**src/rtl/pipe_skid_reg.sv**
```systemverilog
// Two-slot pipeline register (main + skid) with exception merge, flush-to-handler and saturating stall counter.
// Latency: 1 cycle. Backpressure: in_ready registered from state, low only when both slots are full.
module pipe_skid_reg #(
    parameter int                DATA_W     = 32,
    parameter int                PC_W       = 32,
    parameter int                EXC_W      = 5,
    parameter logic [PC_W-1:0]   HANDLER_PC = 'h0000_4180,
    parameter int                CNT_W      = 16
) (
    input  logic               clk,
    input  logic               reset,
    input  logic               flush,
    input  logic               in_valid,
    output logic               in_ready,
    input  logic [DATA_W-1:0]  in_data,
    input  logic [PC_W-1:0]    in_pc,
    input  logic [EXC_W-1:0]   in_exc,
    input  logic               in_bd,
    input  logic [EXC_W-1:0]   local_exc,
    output logic               out_valid,
    input  logic               out_ready,
    output logic [DATA_W-1:0]  out_data,
    output logic [PC_W-1:0]    out_pc,
    output logic [EXC_W-1:0]   out_exc,
    output logic               out_bd,
    output logic [CNT_W-1:0]   stall_cnt
);

    typedef enum logic [1:0] {
        S_EMPTY = 2'd0,
        S_ONE   = 2'd1,
        S_FULL  = 2'd2
    } state_t;

    state_t              state_q, state_d;
    logic                in_ready_q;
    logic [DATA_W-1:0]   main_data, skid_data;
    logic [PC_W-1:0]     main_pc, skid_pc;
    logic [EXC_W-1:0]    main_exc, skid_exc;
    logic                main_bd, skid_bd;
    logic [CNT_W-1:0]    stall_q;

    logic                in_fire, out_fire;
    logic                load_main_in, load_main_skid, load_skid;
    logic [EXC_W-1:0]    cap_exc;

    assign in_ready  = in_ready_q;
    assign out_valid = (state_q != S_EMPTY);
    assign out_data  = main_data;
    assign out_pc    = main_pc;
    assign out_exc   = main_exc;
    assign out_bd    = main_bd;
    assign stall_cnt = stall_q;

    assign in_fire  = in_valid & in_ready_q;
    assign out_fire = out_valid & out_ready;
    // Upstream stage's exception is older, so it takes precedence over ours.
    assign cap_exc  = (in_exc != '0) ? in_exc : local_exc;

    always_comb begin
        state_d        = state_q;
        load_main_in   = 1'b0;
        load_main_skid = 1'b0;
        load_skid      = 1'b0;
        case (state_q)
            S_EMPTY: begin
                if (in_fire) begin
                    load_main_in = 1'b1;
                    state_d      = S_ONE;
                end
            end
            S_ONE: begin
                if (in_fire && out_fire) begin
                    load_main_in = 1'b1;
                end else if (in_fire) begin
                    load_skid = 1'b1;
                    state_d   = S_FULL;
                end else if (out_fire) begin
                    state_d = S_EMPTY;
                end
            end
            S_FULL: begin
                if (out_fire) begin
                    load_main_skid = 1'b1;
                    state_d        = S_ONE;
                end
            end
            default: state_d = S_EMPTY;
        endcase
    end

    always_ff @(posedge clk) begin
        if (!reset) begin
            state_q    <= S_EMPTY;
            in_ready_q <= 1'b1;
            main_data  <= '0;
            main_pc    <= '0;
            main_exc   <= '0;
            main_bd    <= 1'b0;
            skid_data  <= '0;
            skid_pc    <= '0;
            skid_exc   <= '0;
            skid_bd    <= 1'b0;
            stall_q    <= '0;
        end else if (flush) begin
            // Discard both slots and any coincident capture; main presents the handler PC.
            state_q    <= S_EMPTY;
            in_ready_q <= 1'b1;
            main_data  <= '0;
            main_pc    <= HANDLER_PC;
            main_exc   <= '0;
            main_bd    <= 1'b0;
        end else begin
            state_q    <= state_d;
            in_ready_q <= (state_d != S_FULL);
            if (load_main_in) begin
                main_data <= in_data;
                main_pc   <= in_pc;
                main_exc  <= cap_exc;
                main_bd   <= in_bd;
            end else if (load_main_skid) begin
                main_data <= skid_data;
                main_pc   <= skid_pc;
                main_exc  <= skid_exc;
                main_bd   <= skid_bd;
            end
            if (load_skid) begin
                skid_data <= in_data;
                skid_pc   <= in_pc;
                skid_exc  <= cap_exc;
                skid_bd   <= in_bd;
            end
            if (out_valid && !out_ready && !(&stall_q)) begin
                stall_q <= stall_q + 1'b1;
            end
        end
    end

endmodule

```
**config.mk**
```make
export PLATFORM = sky130hd
export DESIGN_NAME = pipe_skid_reg
export DESIGN_NICKNAME = d
export VERILOG_FILES = /design/src/rtl/pipe_skid_reg.sv
export SDC_FILE = /design/constraint.sdc
export NUM_CORES = 1
export LEC_CHECK = 0
export CORE_MARGIN = 2
export CORE_UTILIZATION = 52
export DETAILED_ROUTE_END_ITERATION = 8
export GPL_TIMING_DRIVEN = 1
export PLACE_DENSITY = 0.84
export SYNTH_ARGS = -nofsm -noshare
export SYNTH_HDL_FRONTEND = slang
export SYNTH_SLANG_ARGS = --single-unit
export TNS_END_PERCENT = 30
```
**constraint.sdc**
```tcl
create_clock -name clk -period 3.9 [get_ports clk]
set_input_delay 0.78 -clock clk [delete_from_list [all_inputs] [get_ports clk]]
set_output_delay 0.78 -clock clk [all_outputs]
set_load 0.1 [all_outputs]
```
==> impl_metrics.py <==
metrics = {
    "outcome": {
        "status": "complete, no violations",
    },
    "worst_setup_path": {
        "cp_data_arrival_time_ps": 2230,
        "crit_fanout": 8,
        "path_class": "reg2out",
        "r2r_slack_ps": 1850,
        "crit_path_start_kind": "flip-flop",
        "required_ps": 3120,
        "end_kind": "output port",
    },
    "clock_tree": {
        "cts.reportedPaths.clkPinSlew_ps": 60,
        "holdBufCountCts": 0,
        "cts_buffers": 17,
        "clk_path_buf_depth": 2,
        "cts_resized": 0,
        "cts_setup_buffers": 0,
        "cts_max_level": 4,
        "cts_tree": "built",
        "cts-root-buf": "clkbuf_16",
        "clock-sinks": 159,
        "insertion_delay_ps": 420,
    },
    "floorplan": {
        "num_io_pins": 168,
        "dieArea_um2": 13310,
        "dieHeight_um": 115.4,
        "core_um2": 12060,
        "dieWidth_um": 115.4,
        "placementRows": 40,
        "start_util": 0.5346,
    },
    "pwr": {
        "fin_total_pwr_w": 0.003818,
        "p_per_area_nw_per_um2": 437.2,
        "peakVddDrop_uv": 297.4,
        "leakagePower_nw": 2.918,
    },
    "global_routing": {
        "grt_max_degree": 76,
        "track_usage": 0.2564,
        "grt_pass1_wl_um": 27390,
        "gr-total-overflow": 0,
        "antenna_found_initial": 0,
        "grt_pass1_vias": 5739,
    },
    "logic_synthesis": {
        "ys_seq_area_frac": 0.4936,
        "syn_avg_cell_area_um2": 7.883,
        "synth_top_family_by_area": "simple AND/OR/NAND/NOR gates",
        "synth-edff-count": 0,
        "syn_nets": 899,
        "synth-seq-cells": 159,
        "yosys.area_share.xor_xnor": 0,
        "postSynth.asyncResetShare": 0,
        "ys_warn_count": 0,
        "synthMuxAreaShare": 0.01242,
        "postSynthCellCount": 818,
        "synth-compound-area-share": 0.1872,
        "yosys.area_share.simple": 0.2594,
        "syn_area_um2": 6449,
        "ys.flop_type": "dfxtp_1",
        "post_synth_num_cell_types": 46,
        "synth-adder-area-share": 0.001940,
    },
    "final_layout": {
        "register_area_um2": 3183,
        "syn_to_final_growth_pct": 35.43,
        "multi_input_area_um2": 2990,
        "drive_gt1_frac": 0.05723,
        "final_cell_mix": "nand2_1, clkdlybuf4s50_1, dfxtp_1",
        "antenna_cells": 0,
        "final_common_cell": "nand2_1",
        "fin_cells": 1129,
        "nNetsFinal": 1032,
        "nFillCells": 937,
        "design_area_um2": 8733,
    },
    "timing": {
        "hold_viol_final": 0,
        "drv_slew": 0,
        "setup-violations-final": 0,
        "setup_tns_ps": 0,
        "skew_ps": 8.149,
        "worst_pin_slew_ps": 1054,
        "fin_crit_sh": 0.7713,
        "rsz0062_at_grt": "no",
        "relSlewSlack": 0.2950,
        "fmax_mhz": 332.4,
        "fin_crit_ps": 3008,
    },
    "route": {
        "drt_iter0_markers": 558,
        "drt.antenna.violating_nets": 0,
        "vias_per_cell": 5.515,
        "via_count": 6226,
        "drc_errors": 0,
        "drtPass1Iterations": 5,
        "post_drt_wl_per_cell_um": 14.91,
        "routed_wl_um": 16840,
    },
    "placed_design": {
        "placed_area_um2": 8185,
        "port_buffers": 167,
        "gp_congestion": 0.8587,
        "dpl.hpwl_um": 10690,
        "placedCellCount": 1100,
    },
    "flow_run": {
        "drv_cap": 0,
    },
    "hold_path": {
        "hp-class": "reg2reg",
    },
}
-- worst max-delay path, cell delays in order (launching register included) --
cell and delay, ps:
dfxtp_1 430, or2_2 220, clkdlybuf4s50_1 1160
-- through the flow --
stage / util / hold WS, ps / worst slack, ps
detailed placement: 0.6786 / 446.5 / 931.3
global placement: 0.6786 / 441.6 / 1047
CTS: 0.7241 / 454.4 / 880.2
global route: 0.7241 / 470.8 / 788.0
floorplan: - / 433.9 / 1345
finish: 0.7241 / 453.8 / 891.8
-- sequential cells by signal, indices dropped and copies added (netlist names) --
| signal | cells |
|---|---|
| in_ready | 1 |
| out_bd | 1 |
| out_data | 32 |
| out_exc | 5 |
| out_pc | 32 |
| skid_bd | 1 |
| skid_data | 32 |
| skid_exc | 5 |
| skid_pc | 32 |
| stall_cnt | 16 |
| state_q | 2 |
-- synthesized netlist by cell type (2+ instances only) --
| library cell | count | share of area |
|---|---|---|
| clkbuf_8 | 2 | 0.0043 |
| a41oi_1 | 2 | 0.0027 |
| o21ai_0 | 8 | 0.0062 |
| or4_1 | 2 | 0.0023 |
| a311oi_1 | 64 | 0.087 |
| and4_1 | 2 | 0.0027 |
| and3_1 | 4 | 0.0039 |
| and3b_1 | 2 | 0.0027 |
| nand3_1 | 11 | 0.0085 |
| nand3b_1 | 3 | 0.0035 |
| nand2b_1 | 8 | 0.0078 |
| dfxtp_1 | 159 | 0.49 |
| buf_2 | 8 | 0.0062 |
| nand4_1 | 4 | 0.0039 |
| buf_1 | 9 | 0.0052 |
| a31oi_1 | 8 | 0.0078 |
| a211oi_1 | 3 | 0.0035 |
| inv_1 | 6 | 0.0035 |
| o31a_2 | 2 | 0.0031 |
| a21oi_1 | 81 | 0.063 |
| mux2i_1 | 8 | 0.012 |
| clkbuf_1 | 45 | 0.026 |
| nor2_1 | 69 | 0.040 |
| a31o_2 | 2 | 0.0027 |
| nand2_1 | 277 | 0.16 |
| or3_1 | 2 | 0.0019 |
| a221oi_1 | 3 | 0.0041 |
| nor3_1 | 6 | 0.0047 |
-- area by class of cell --
class,instances,area share
flip-flops and latches,159,0.3645
multi-input cells,589,0.3424
repair buffers,178,0.2037
clock buffers,23,0.05587
well taps,168,0.02407
clock inverters,6,0.006877
inverters,6,0.002579
-- report_power, final --
group	internal [W]	total (W)	switching (W)
Sequential	0.00167	0.00169	0.0000240
Clock	0.000931	0.00155	0.000615
Combinational	0.000176	0.000581	0.000405
-- path summary, 6_finish.rpt --
path / from / to / depth (start not counted)
min: skid_pc[3] / skid_pc[3] / 2
min reg2reg: skid_pc[3] / skid_pc[3] / 2
max reg2reg: state_q[1] / out_data[4] / 5
max: state_q[1] / out_valid / 2
-- cell families after synthesis --
family,Yosys count
simple gates,401
mux,8
compound gates,179
buf+inv,70
fa+ha+maj,1
flops,159
-- layer usage --
metal / routed length [µm] / global-route usage
met5: 0 / 0
met4: 348 / 0.1084
met3: 1066 / 0.05799
met2: 8022 / 0.4281
met1: 7398 / 0.3192
Note: power is estimated with default switching activity, not from simulation.
